## config.mk

```make
export PLATFORM = sky130hd
export DESIGN_NAME = log_ram_ctrl_flat
export DESIGN_NICKNAME = d
export VERILOG_FILES = /design/src/rtl/log_ram_ctrl_if.sv /design/src/rtl/log_ram_ctrl.sv /design/src/flat_wrapper.sv
export SDC_FILE = /design/constraint.sdc
export NUM_CORES = 1
export LEC_CHECK = 0
export BUFFER_PORTS_ARGS = -buffer_cell sky130_fd_sc_hd__buf_2
export CORE_MARGIN = 2
export CORE_UTILIZATION = 60
export DETAILED_ROUTE_END_ITERATION = 10
export PLACE_DENSITY = 0.81
export SLEW_MARGIN = 20
export SYNTH_ARGS = -nofsm -noshare
export SYNTH_HDL_FRONTEND = slang
export SYNTH_SLANG_ARGS = --single-unit
```

## constraint.sdc

```tcl
create_clock -name clock -period 6 [get_ports clock]
set_input_delay 0.3 -clock clock [delete_from_list [all_inputs] [get_ports clock]]
set_output_delay 0.3 -clock clock [all_outputs]
set_load 0.1 [all_outputs]
```

## src/rtl/log_ram_ctrl_if.sv

```systemverilog
// -----------------------------------------------------------------------------
// log_ram_ctrl_if
// Groups the mode request and the log-RAM control outputs of log_ram_ctrl.
//   i_enable       : 3-bit mode request (000 stop, 001 run, 011 log, 1xx unload)
//   o_filter_en    : signal generator / FIR enable
//   o_ram_wr_en    : log RAM write strobe
//   o_ram_wr_addr  : log RAM write address (NB_ADDR bits)
//   o_ram_rd_addr  : log RAM read address  (NB_ADDR bits)
//   o_rd_valid     : log RAM read data valid (one cycle after each read address)
//   o_log_ram_full : DEPTH samples stored
//   o_unload_done  : one-cycle pulse after the last valid read
// Modports: slave = controller side, master = requester / RAM side.
// -----------------------------------------------------------------------------
interface log_ram_ctrl_if #(
  parameter int NB_ADDR = 10
);
  logic [2:0]         i_enable;
  logic               o_filter_en;
  logic               o_ram_wr_en;
  logic [NB_ADDR-1:0] o_ram_wr_addr;
  logic [NB_ADDR-1:0] o_ram_rd_addr;
  logic               o_rd_valid;
  logic               o_log_ram_full;
  logic               o_unload_done;

  modport slave (
    input  i_enable,
    output o_filter_en, o_ram_wr_en, o_ram_wr_addr, o_ram_rd_addr,
    output o_rd_valid, o_log_ram_full, o_unload_done
  );

  modport master (
    output i_enable,
    input  o_filter_en, o_ram_wr_en, o_ram_wr_addr, o_ram_rd_addr,
    input  o_rd_valid, o_log_ram_full, o_unload_done
  );
endinterface

```

## src/rtl/log_ram_ctrl.sv

```systemverilog
// -----------------------------------------------------------------------------
// log_ram_ctrl
// Controls capture of filter samples into a log RAM of DEPTH = 2^NB_ADDR words
// and their later unload. Modes: IDLE, RUN (filter on), LOG (filter on, one
// RAM write per cycle), FULL (filter on, writes stopped), UNLOAD (one read
// address per cycle, valid one cycle later), DONE (after the unload pulse).
// Ports:
//   clock   : rising-edge clock
//   i_reset : synchronous active-high reset
//   bus     : log_ram_ctrl_if.slave (mode request in, RAM control out)
// Optional build macro LOG_RAM_CTRL_WRAP_EN: logging never stops; the write
// address wraps, full sets on the first wrap, the sample count saturates at
// DEPTH and unload starts at the oldest sample.
// All outputs are registered.
// -----------------------------------------------------------------------------
module log_ram_ctrl #(
  parameter int NB_ADDR = 10
) (
  input  logic          clock,
  input  logic          i_reset,
  log_ram_ctrl_if.slave bus
);

  localparam int NB_CNT = NB_ADDR + 1;
  localparam logic [NB_ADDR-1:0] ADDR_ZERO = {NB_ADDR{1'b0}};
  localparam logic [NB_ADDR-1:0] ADDR_MAX  = {NB_ADDR{1'b1}};
  localparam logic [NB_CNT-1:0]  CNT_ZERO  = {NB_CNT{1'b0}};
  localparam logic [NB_CNT-1:0]  CNT_ONE   = {{NB_ADDR{1'b0}}, 1'b1};
`ifdef LOG_RAM_CTRL_WRAP_EN
  localparam logic [NB_CNT-1:0]  DEPTH     = {1'b1, {NB_ADDR{1'b0}}};
`endif

  typedef enum logic [2:0] {
    ST_IDLE   = 3'd0,
    ST_RUN    = 3'd1,
    ST_LOG    = 3'd2,
    ST_FULL   = 3'd3,
    ST_UNLOAD = 3'd4,
    ST_DONE   = 3'd5
  } state_t;

  typedef enum logic [1:0] {
    REQ_STOP   = 2'd0,
    REQ_RUN    = 2'd1,
    REQ_LOG    = 2'd2,
    REQ_UNLOAD = 2'd3
  } req_t;

  // Unload outranks log, log outranks run; all-zero is stop.
  function automatic req_t decode_req(input logic [2:0] en);
    req_t r;
    if (en[2]) begin
      r = REQ_UNLOAD;
    end else if (en[1]) begin
      r = REQ_LOG;
    end else if (en[0]) begin
      r = REQ_RUN;
    end else begin
      r = REQ_STOP;
    end
    return r;
  endfunction

  state_t              state_q, state_d;
  logic                filter_en_q, filter_en_d;
  logic                wr_en_q, wr_en_d;
  logic [NB_ADDR-1:0]  wr_addr_q, wr_addr_d;
  logic [NB_CNT-1:0]   count_q, count_d;
  logic                full_q, full_d;
  logic [NB_ADDR-1:0]  rd_addr_q, rd_addr_d;
  logic [NB_CNT-1:0]   rd_left_q, rd_left_d;
  logic                rd_issue_q, rd_issue_d;
  logic                rd_valid_q, rd_valid_d;
  logic                done_q, done_d;

  req_t                req_s;
  logic [NB_ADDR-1:0]  wr_addr_w_s;
  logic [NB_CNT-1:0]   count_w_s;
  logic                full_w_s;
  logic [NB_ADDR-1:0]  unload_base_s;
  logic                start_unload_s;

  assign req_s = decode_req(bus.i_enable);

  // Write bookkeeping: wr_en_q high means the RAM takes a write on this edge.
  always_comb begin
    wr_addr_w_s = wr_addr_q;
    count_w_s   = count_q;
    full_w_s    = full_q;
    if (wr_en_q) begin
      wr_addr_w_s = wr_addr_q + 1'b1;
`ifdef LOG_RAM_CTRL_WRAP_EN
      count_w_s   = (count_q == DEPTH) ? DEPTH : (count_q + CNT_ONE);
`else
      count_w_s   = count_q + CNT_ONE;
`endif
      if (wr_addr_q == ADDR_MAX) begin
        full_w_s = 1'b1;
      end else begin
        full_w_s = full_q;
      end
    end else begin
      wr_addr_w_s = wr_addr_q;
    end
  end

  // Unload begins at the oldest sample: 0, or the next write slot once wrapped.
  always_comb begin
`ifdef LOG_RAM_CTRL_WRAP_EN
    unload_base_s = full_w_s ? wr_addr_w_s : ADDR_ZERO;
`else
    unload_base_s = ADDR_ZERO;
`endif
  end

  // Next-state and next-output computation for the whole controller.
  always_comb begin
    state_d        = state_q;
    wr_en_d        = 1'b0;
    wr_addr_d      = wr_addr_q;
    count_d        = count_q;
    full_d         = full_q;
    rd_addr_d      = rd_addr_q;
    rd_left_d      = rd_left_q;
    rd_issue_d     = 1'b0;
    rd_valid_d     = 1'b0;
    done_d         = 1'b0;
    start_unload_s = 1'b0;

    case (state_q)
      ST_IDLE: begin
        if (req_s == REQ_RUN) begin
          state_d = ST_RUN;
        end else begin
          state_d = ST_IDLE;
        end
      end

      ST_RUN: begin
        case (req_s)
          REQ_LOG: begin
            state_d   = ST_LOG;
            wr_en_d   = 1'b1;
            wr_addr_d = ADDR_ZERO;
            count_d   = CNT_ZERO;
            full_d    = 1'b0;
          end
          REQ_UNLOAD: start_unload_s = 1'b1;
          REQ_STOP:   state_d = ST_IDLE;
          default:    state_d = ST_RUN;
        endcase
      end

      ST_LOG: begin
        // The write presented this cycle completes regardless of the request.
        wr_addr_d = wr_addr_w_s;
        count_d   = count_w_s;
        full_d    = full_w_s;
        case (req_s)
          REQ_LOG: begin
`ifdef LOG_RAM_CTRL_WRAP_EN
            wr_en_d = 1'b1;
`else
            if (full_w_s) begin
              state_d = ST_FULL;
            end else begin
              wr_en_d = 1'b1;
            end
`endif
          end
          REQ_RUN:    state_d = ST_RUN;
          REQ_UNLOAD: start_unload_s = 1'b1;
          default:    state_d = ST_IDLE;
        endcase
      end

      ST_FULL: begin
        case (req_s)
          REQ_UNLOAD: start_unload_s = 1'b1;
          REQ_STOP:   state_d = ST_IDLE;
          default:    state_d = ST_FULL;
        endcase
      end

      ST_UNLOAD: begin
        if (req_s == REQ_STOP) begin
          // Abort: no new reads, but a read already addressed still returns.
          state_d    = ST_IDLE;
          rd_valid_d = rd_issue_q;
        end else if (rd_issue_q) begin
          rd_valid_d = 1'b1;
          rd_left_d  = rd_left_q - CNT_ONE;
          if (rd_left_q > CNT_ONE) begin
            rd_issue_d = 1'b1;
            rd_addr_d  = rd_addr_q + 1'b1;
          end else begin
            rd_issue_d = 1'b0;
          end
        end else begin
          // Last valid was presented this cycle; pulse done next.
          state_d = ST_DONE;
          done_d  = 1'b1;
        end
      end

      ST_DONE: begin
        if (req_s == REQ_STOP) begin
          state_d = ST_IDLE;
        end else begin
          state_d = ST_DONE;
        end
      end

      default: state_d = ST_IDLE;
    endcase

    if (start_unload_s) begin
      if (count_w_s == CNT_ZERO) begin
        // Nothing stored: done pulses in the first unload cycle.
        state_d = ST_DONE;
        done_d  = 1'b1;
      end else begin
        state_d    = ST_UNLOAD;
        rd_issue_d = 1'b1;
        rd_addr_d  = unload_base_s;
        rd_left_d  = count_w_s;
      end
    end else begin
      rd_left_d = rd_left_d;
    end
  end

  // Filter enable follows the state being entered so it is registered.
  always_comb begin
    filter_en_d = (state_d == ST_RUN) || (state_d == ST_LOG) || (state_d == ST_FULL);
  end

  // State and output registers with synchronous reset.
  always_ff @(posedge clock) begin
    if (i_reset) begin
      state_q     <= ST_IDLE;
      filter_en_q <= 1'b0;
      wr_en_q     <= 1'b0;
      wr_addr_q   <= ADDR_ZERO;
      count_q     <= CNT_ZERO;
      full_q      <= 1'b0;
      rd_addr_q   <= ADDR_ZERO;
      rd_left_q   <= CNT_ZERO;
      rd_issue_q  <= 1'b0;
      rd_valid_q  <= 1'b0;
      done_q      <= 1'b0;
    end else begin
      state_q     <= state_d;
      filter_en_q <= filter_en_d;
      wr_en_q     <= wr_en_d;
      wr_addr_q   <= wr_addr_d;
      count_q     <= count_d;
      full_q      <= full_d;
      rd_addr_q   <= rd_addr_d;
      rd_left_q   <= rd_left_d;
      rd_issue_q  <= rd_issue_d;
      rd_valid_q  <= rd_valid_d;
      done_q      <= done_d;
    end
  end

  assign bus.o_filter_en    = filter_en_q;
  assign bus.o_ram_wr_en    = wr_en_q;
  assign bus.o_ram_wr_addr  = wr_addr_q;
  assign bus.o_ram_rd_addr  = rd_addr_q;
  assign bus.o_rd_valid     = rd_valid_q;
  assign bus.o_log_ram_full = full_q;
  assign bus.o_unload_done  = done_q;

endmodule
```

## src/flat_wrapper.sv

```systemverilog
// flat-port wrapper written by rule: the top's interface ports become plain ports
module log_ram_ctrl_flat 
#(
  parameter int NB_ADDR = 10
)
  (clock, i_reset, bus_i_enable, bus_o_filter_en, bus_o_ram_wr_en, bus_o_ram_wr_addr, bus_o_ram_rd_addr, bus_o_rd_valid, bus_o_log_ram_full, bus_o_unload_done);
  log_ram_ctrl_if #(.NB_ADDR(NB_ADDR)) bus_i ();
  input  logic clock;
  input  logic i_reset;
  input wire logic [$bits(bus_i.i_enable)-1:0] bus_i_enable;
  output wire logic [$bits(bus_i.o_filter_en)-1:0] bus_o_filter_en;
  output wire logic [$bits(bus_i.o_ram_wr_en)-1:0] bus_o_ram_wr_en;
  output wire logic [$bits(bus_i.o_ram_wr_addr)-1:0] bus_o_ram_wr_addr;
  output wire logic [$bits(bus_i.o_ram_rd_addr)-1:0] bus_o_ram_rd_addr;
  output wire logic [$bits(bus_i.o_rd_valid)-1:0] bus_o_rd_valid;
  output wire logic [$bits(bus_i.o_log_ram_full)-1:0] bus_o_log_ram_full;
  output wire logic [$bits(bus_i.o_unload_done)-1:0] bus_o_unload_done;
  assign bus_i.i_enable = bus_i_enable;
  assign bus_o_filter_en = bus_i.o_filter_en;
  assign bus_o_ram_wr_en = bus_i.o_ram_wr_en;
  assign bus_o_ram_wr_addr = bus_i.o_ram_wr_addr;
  assign bus_o_ram_rd_addr = bus_i.o_ram_rd_addr;
  assign bus_o_rd_valid = bus_i.o_rd_valid;
  assign bus_o_log_ram_full = bus_i.o_log_ram_full;
  assign bus_o_unload_done = bus_i.o_unload_done;
  log_ram_ctrl #(.NB_ADDR(NB_ADDR)) u_core (.clock(clock), .i_reset(i_reset), .bus(bus_i));
endmodule
```

Word level (Yosys, flattened, before mapping)
Cells that the tools add are included.

Bits in registers: 51. Output and inout bits: 25. Word-level logic and storage cells: 95.

Add/subtract/negate cells: 4. $lt $le $gt $ge: 1. Eq/ne operators: 14. Muxes and demuxes: 54. Bitwise gates (word level): 1. Reductions and logical operators: 10.

Operator list (count): 2-to-1 mux 10 bit (8); 2-to-1 mux 11 bit (7); 2-to-1 mux 1 bit (24); one-hot mux 11 bit (2 select lines) (1); adder 10 x 1 -> 10 bit, second input constant (2); one-hot mux 10 bit (2 select lines) (1); one-hot mux 3 bit (3 select lines) (2); one-hot mux 3 bit (6 select lines) (1); 2-to-1 mux 3 bit (5); == test 3 x 2 -> 1 bit, second input constant (4); adder 11 x 1 -> 11 bit, second input constant (1); greater-than comparator 11 x 1 -> 1 bit, second input constant (1); zero test 11 bit (1); subtractor 11 x 1 -> 11 bit, second input constant (1); == test 10 bit, second input constant (1); == test 3 x 1 -> 1 bit, second input constant (2); == test 3 bit, second input constant (2); one-hot mux 3 bit (2 select lines) (1); == test 2 bit, second input constant (2); 2-to-1 mux 2 bit (2); != test 2 x 1 -> 1 bit, second input constant (2); one-hot mux 1 bit (2 select lines) (2); zero test 3 bit (1); AND reduction 3 bit (1); other kinds (8) (9).

Logic depth before layout (Yosys ltp)
Depth in word-level cells: 10. Depth in mapped cells: 10.

Least setup slack after synthesis
OpenSTA, ideal clock, no wires.

Path kind: reg-to-reg. Start point: register u_core.wr_en_q, in the netlist u_core.bus.o_ram_wr_en. End point: register u_core.rd_left_q[10]. Setup time: 0.088 ns. Data arrival time: 2.645 ns. Data required time: 5.912 ns. Slack: 3.267 ns. Stages on the path, launching flop included: 8. Clock period less this slack: 2.733 ns. Path through: dfxtp_1 -> buf_4 -> nand4_2 -> o31a_1 -> nor4_4 -> a31oi_2 -> buf_6 -> o32ai_2.

Longest elaborated chain between the ends: 4.

RTL lines: from (decl) (line log_ram_ctrl.sv:66) `logic wr_en_q, wr_en_d;`; from (signal assigned) (line log_ram_ctrl.sv:255) `wr_en_q <= wr_en_d;`; 2-to-1 mux 11 bit * (line log_ram_ctrl.sv:90) `if (wr_en_q) begin`; zero test 11 bit (line log_ram_ctrl.sv:218) `if (count_w_s == CNT_ZERO) begin`; 2-to-1 mux 11 bit * (line log_ram_ctrl.sv:218); 2-to-1 mux 11 bit * (line log_ram_ctrl.sv:217) `if (start_unload_s) begin`; to (signal assigned) (line log_ram_ctrl.sv:260) `rd_left_q <= rd_left_d;`; to (decl) (line log_ram_ctrl.sv:71) `logic [NB_CNT-1:0] rd_left_q, rd_left_d;`.

Every way passes the cells marked *; elsewhere a longest branch is shown, timed or not. A chain may end at the register's enable or synchronous reset.

Final worst setup path
Start point: register u_core.count_q[0]. End point: register u_core.rd_left_q[3].

Longest elaborated chain between the ends: 5.

RTL lines: from (decl) (line log_ram_ctrl.sv:68) `logic [NB_CNT-1:0] count_q, count_d;`; from (signal assigned) (line log_ram_ctrl.sv:257) `count_q <= count_d;`; adder 11 x 1 -> 11 bit (line log_ram_ctrl.sv:95) `count_w_s = count_q + CNT_ONE;`; 2-to-1 mux 11 bit * (line log_ram_ctrl.sv:90); zero test 11 bit (line log_ram_ctrl.sv:218); 2-to-1 mux 11 bit * (line log_ram_ctrl.sv:218); 2-to-1 mux 11 bit * (line log_ram_ctrl.sv:217).

Marked as above.

==> impl_metrics.tcl <==
set metrics [dict create \
    antenna_found_initial 0 \
    worst-setup-path-type "flip-flop to flip-flop" \
    ant_nets 0 \
    syn_area_per_cell_um2 8.430 \
    setup_ws_ns 3.254 \
    start_util_pct 62.46 \
    core_um2 4723 \
    avgViaCountPerCell 5.979 \
    syn_inst 350 \
    synth_edf_count 0 \
    setup_violations 0 \
    end_kind "flip-flop" \
    critPathLaunchType "flip-flop" \
    synth_cell_type_count 63 \
    dp_slack_ns 3.253 \
    rsz0062_at_grt "no" \
    cts_inserted_buffers 5 \
    overflow 0 \
    die_x_um 74.12 \
    drv_cap 0 \
    netlist_area_um2 2950 \
    finClkSkew_ns 0.006798 \
    worst_slew_pin_slew_ns 0.9863 \
    yosys_warnings 0 \
    gp_congestion 0.9501 \
    ir_worst_vdd_v 0.0001111 \
    drt_pass1_iterations 4 \
    crit_family "simple AND/OR/NAND/NOR gates" \
    wl_per_cell_um 14.65 \
    yosysSeqAreaShare_pct 34.61 \
    clock_latency_ns 0.31 \
    syn-num-nets 365 \
    clk_path_buf_depth 2 \
    path_buf_inv 0 \
    wirelength_mm 6.374 \
    die_area_um2 5494 \
    ctsResizeCount 0 \
    port_buffers 29 \
    path_cells "ha_1, nand4_1, nor4_1, nor4_4, a31oi_2, mux2_1" \
    nFillCells 403 \
    grt_max_degree 38 \
    fin_nets 382 \
    htree_levels 2 \
    whs_ns 0.4833 \
    diodes 0 \
    hpwl_mm 4.580 \
    track_usage_pct 24.82 \
    p_leak_nw 1.260 \
    max_freq_mhz 364.2 \
    drc 0 \
    hold_viol_final 0 \
    drive_above_1_share_pct 13.32 \
    postCtsSetupRepairBufs 0 \
    slew_viol_final 0 \
    finalCritPeriodShare_pct 45.76 \
    cts.clk_slew.worst_paths_ns 0.09 \
    min_path_type "flip-flop to flip-flop" \
    ys_ff_latch 51 \
    grt_pass1_wl_mm 10.74 \
    final_common_cell "dfxtp_1" \
    via_count 2601 \
    synthFlopType "dfxtp_1" \
    io_pins 30 \
    p_per_area_nw_per_um2 201.8 \
    worstPathMaxFanout 12 \
    area_growth_pct 8.058 \
    slew_headroom_pct 32.54 \
    die_h_um 74.12 \
    arrival_ns 2.94 \
    clock-sinks 51 \
    period_needed_ns 2.746 \
    status "complete, no violations" \
    row_count 25 \
    hold_buffers 0 \
    clockRootBuffer "clkbuf_8" \
    fin_setup_tns_ns 0 \
    first_global_vias 2372 \
    cts_tree "yes" \
    worstPathRequired_ns 6.20 \
    cp_slowest_cell "a31oi_2" \
    final_cell_mix "dfxtp_1 (51), nor2_1 (42), buf_2 (29)" \
    synth-async-reset-ratio_pct 0 \
    slowest_delay_ns 0.64 \
    dr.first_iter.drc_count 145 \
]
[flip-flops by register name, indices dropped and copies added (netlist names)]
register / count
u_core.count_q: 11
u_core.rd_left_q: 11
u_core.rd_issue_q: 1
u_core.bus.o_log_ram_full: 1
u_core.bus.o_rd_valid: 1
u_core.bus.o_ram_wr_addr: 10
u_core.state_q: 3
u_core.bus.o_filter_en: 1
u_core.bus.o_unload_done: 1
u_core.bus.o_ram_wr_en: 1
u_core.bus.o_ram_rd_addr: 10
[worst paths after layout]
path | endpoint | startpoint | slack [ns] | cells after the start
worst min register to register | u_core.bus.o_ram_wr_addr[1]$_SDFFE_PP0P_ | u_core.bus.o_ram_wr_addr[1]$_SDFFE_PP0P_ | 0.48 | 2
worst max-delay path | u_core.rd_left_q[3]$_SDFF_PP0_ | u_core.count_q[0]$_SDFFE_PP0P_ | 3.25 | 6
worst min-delay path | u_core.bus.o_ram_wr_addr[1]$_SDFFE_PP0P_ | u_core.bus.o_ram_wr_addr[1]$_SDFFE_PP0P_ | 0.48 | 2
worst max register to register | u_core.rd_left_q[3]$_SDFF_PP0_ | u_core.count_q[0]$_SDFFE_PP0P_ | 3.25 | 6
[synthesized netlist by cell type (all sizes together), types with 2 or more instances]
master,count,share of area [%]
o21ai,10,1.8
a311oi,5,1.5
nor4,6,1.8
a2bb2oi,2,0.59
dfxtp,51,35
nand3,13,2.2
nor3,22,3.7
nor2b,2,0.42
a31oi,3,0.85
and2,2,0.42
a21oi,12,2.0
or3,9,1.9
o21a,5,1.3
a22oi,3,0.76
nand2b,3,0.64
buf,9,1.8
nand4,9,2.1
a21o,3,0.76
xnor2,13,3.9
mux2i,4,1.4
o211ai,5,1.3
a211oi,5,1.3
nor3b,2,0.51
mux2,2,0.76
and4,3,0.89
nand2,18,2.3
o31a,3,0.89
o211a,3,1.0
or2,2,0.42
ha,10,4.2
clkbuf,10,1.3
o32ai,3,1.4
and3,4,0.85
nand4b,2,0.59
o221a,2,0.76
inv,14,1.8
nor2,42,5.3
xor2,19,5.6
a31o,3,0.89
a2111oi,2,0.59
[routing by layer]
| layer | vias up | GRT usage (%) | share of wire (%) |
|---|---|---|---|
| met5 | - | 0 | 0 |
| met4 | 0 | 8.485 | 2.0 |
| met3 | 14 | 4.472 | 3.5 |
| met2 | 56 | 41.07 | 47 |
| met1 | 1221 | 32.67 | 48 |
| li1 | 1310 | - | - |
[where the power goes]
group | internal [mW] | switching (mW) | total, mW
clock | 0.105 | 0.111 | 0.217
sequential | 0.343 | 0.00978 | 0.353
combinational | 0.0202 | 0.0534 | 0.0736
total | 0.469 | 0.175 | 0.643
[cell type report]
cell class | count | area [um^2] | area share, %
multi-input cells | 266 | 1785 | 56.00
clock buffers | 8 | 100.1 | 3.140
inverters | 14 | 52.55 | 1.648
well taps | 67 | 83.83 | 2.630
repair buffers | 29 | 145.1 | 4.553
flip-flops and latches | 51 | 1021 | 32.03
[stage by stage]
step | cell area, um^2 | cells | util, % | power, mW
finish | 3188 | 435 | 67.50 | 0.6433
floorplan | 2950 | 350 | - | 0.4189
global placement | 3088 | 427 | 65.38 | 0.4320
detailed placement | 3088 | 427 | 65.38 | 0.4342
CTS | 3188 | 435 | 67.50 | 0.6464
global route | 3188 | 435 | 67.50 | 0.6709
[kinds of logic (layout without fill, tap and decap cells)]
kind of cell    after synthesis  count (layout)  synth area share, %
compound gates               75              75                19.42
xor+xnor                     32              32                9.500
fa+ha+maj                    10              10                4.241
buf+inv                      33              51                4.877
flops                        51              51                34.61
mux                           6               6                2.120
simple gates                143             143                25.23
[worst min-delay path: stages, from the launching register on]
cell and delay, ns:
dfxtp_1 0.34, nand2_1 0.06, a21oi_1 0.05
(Power assumes the default switching activity.)
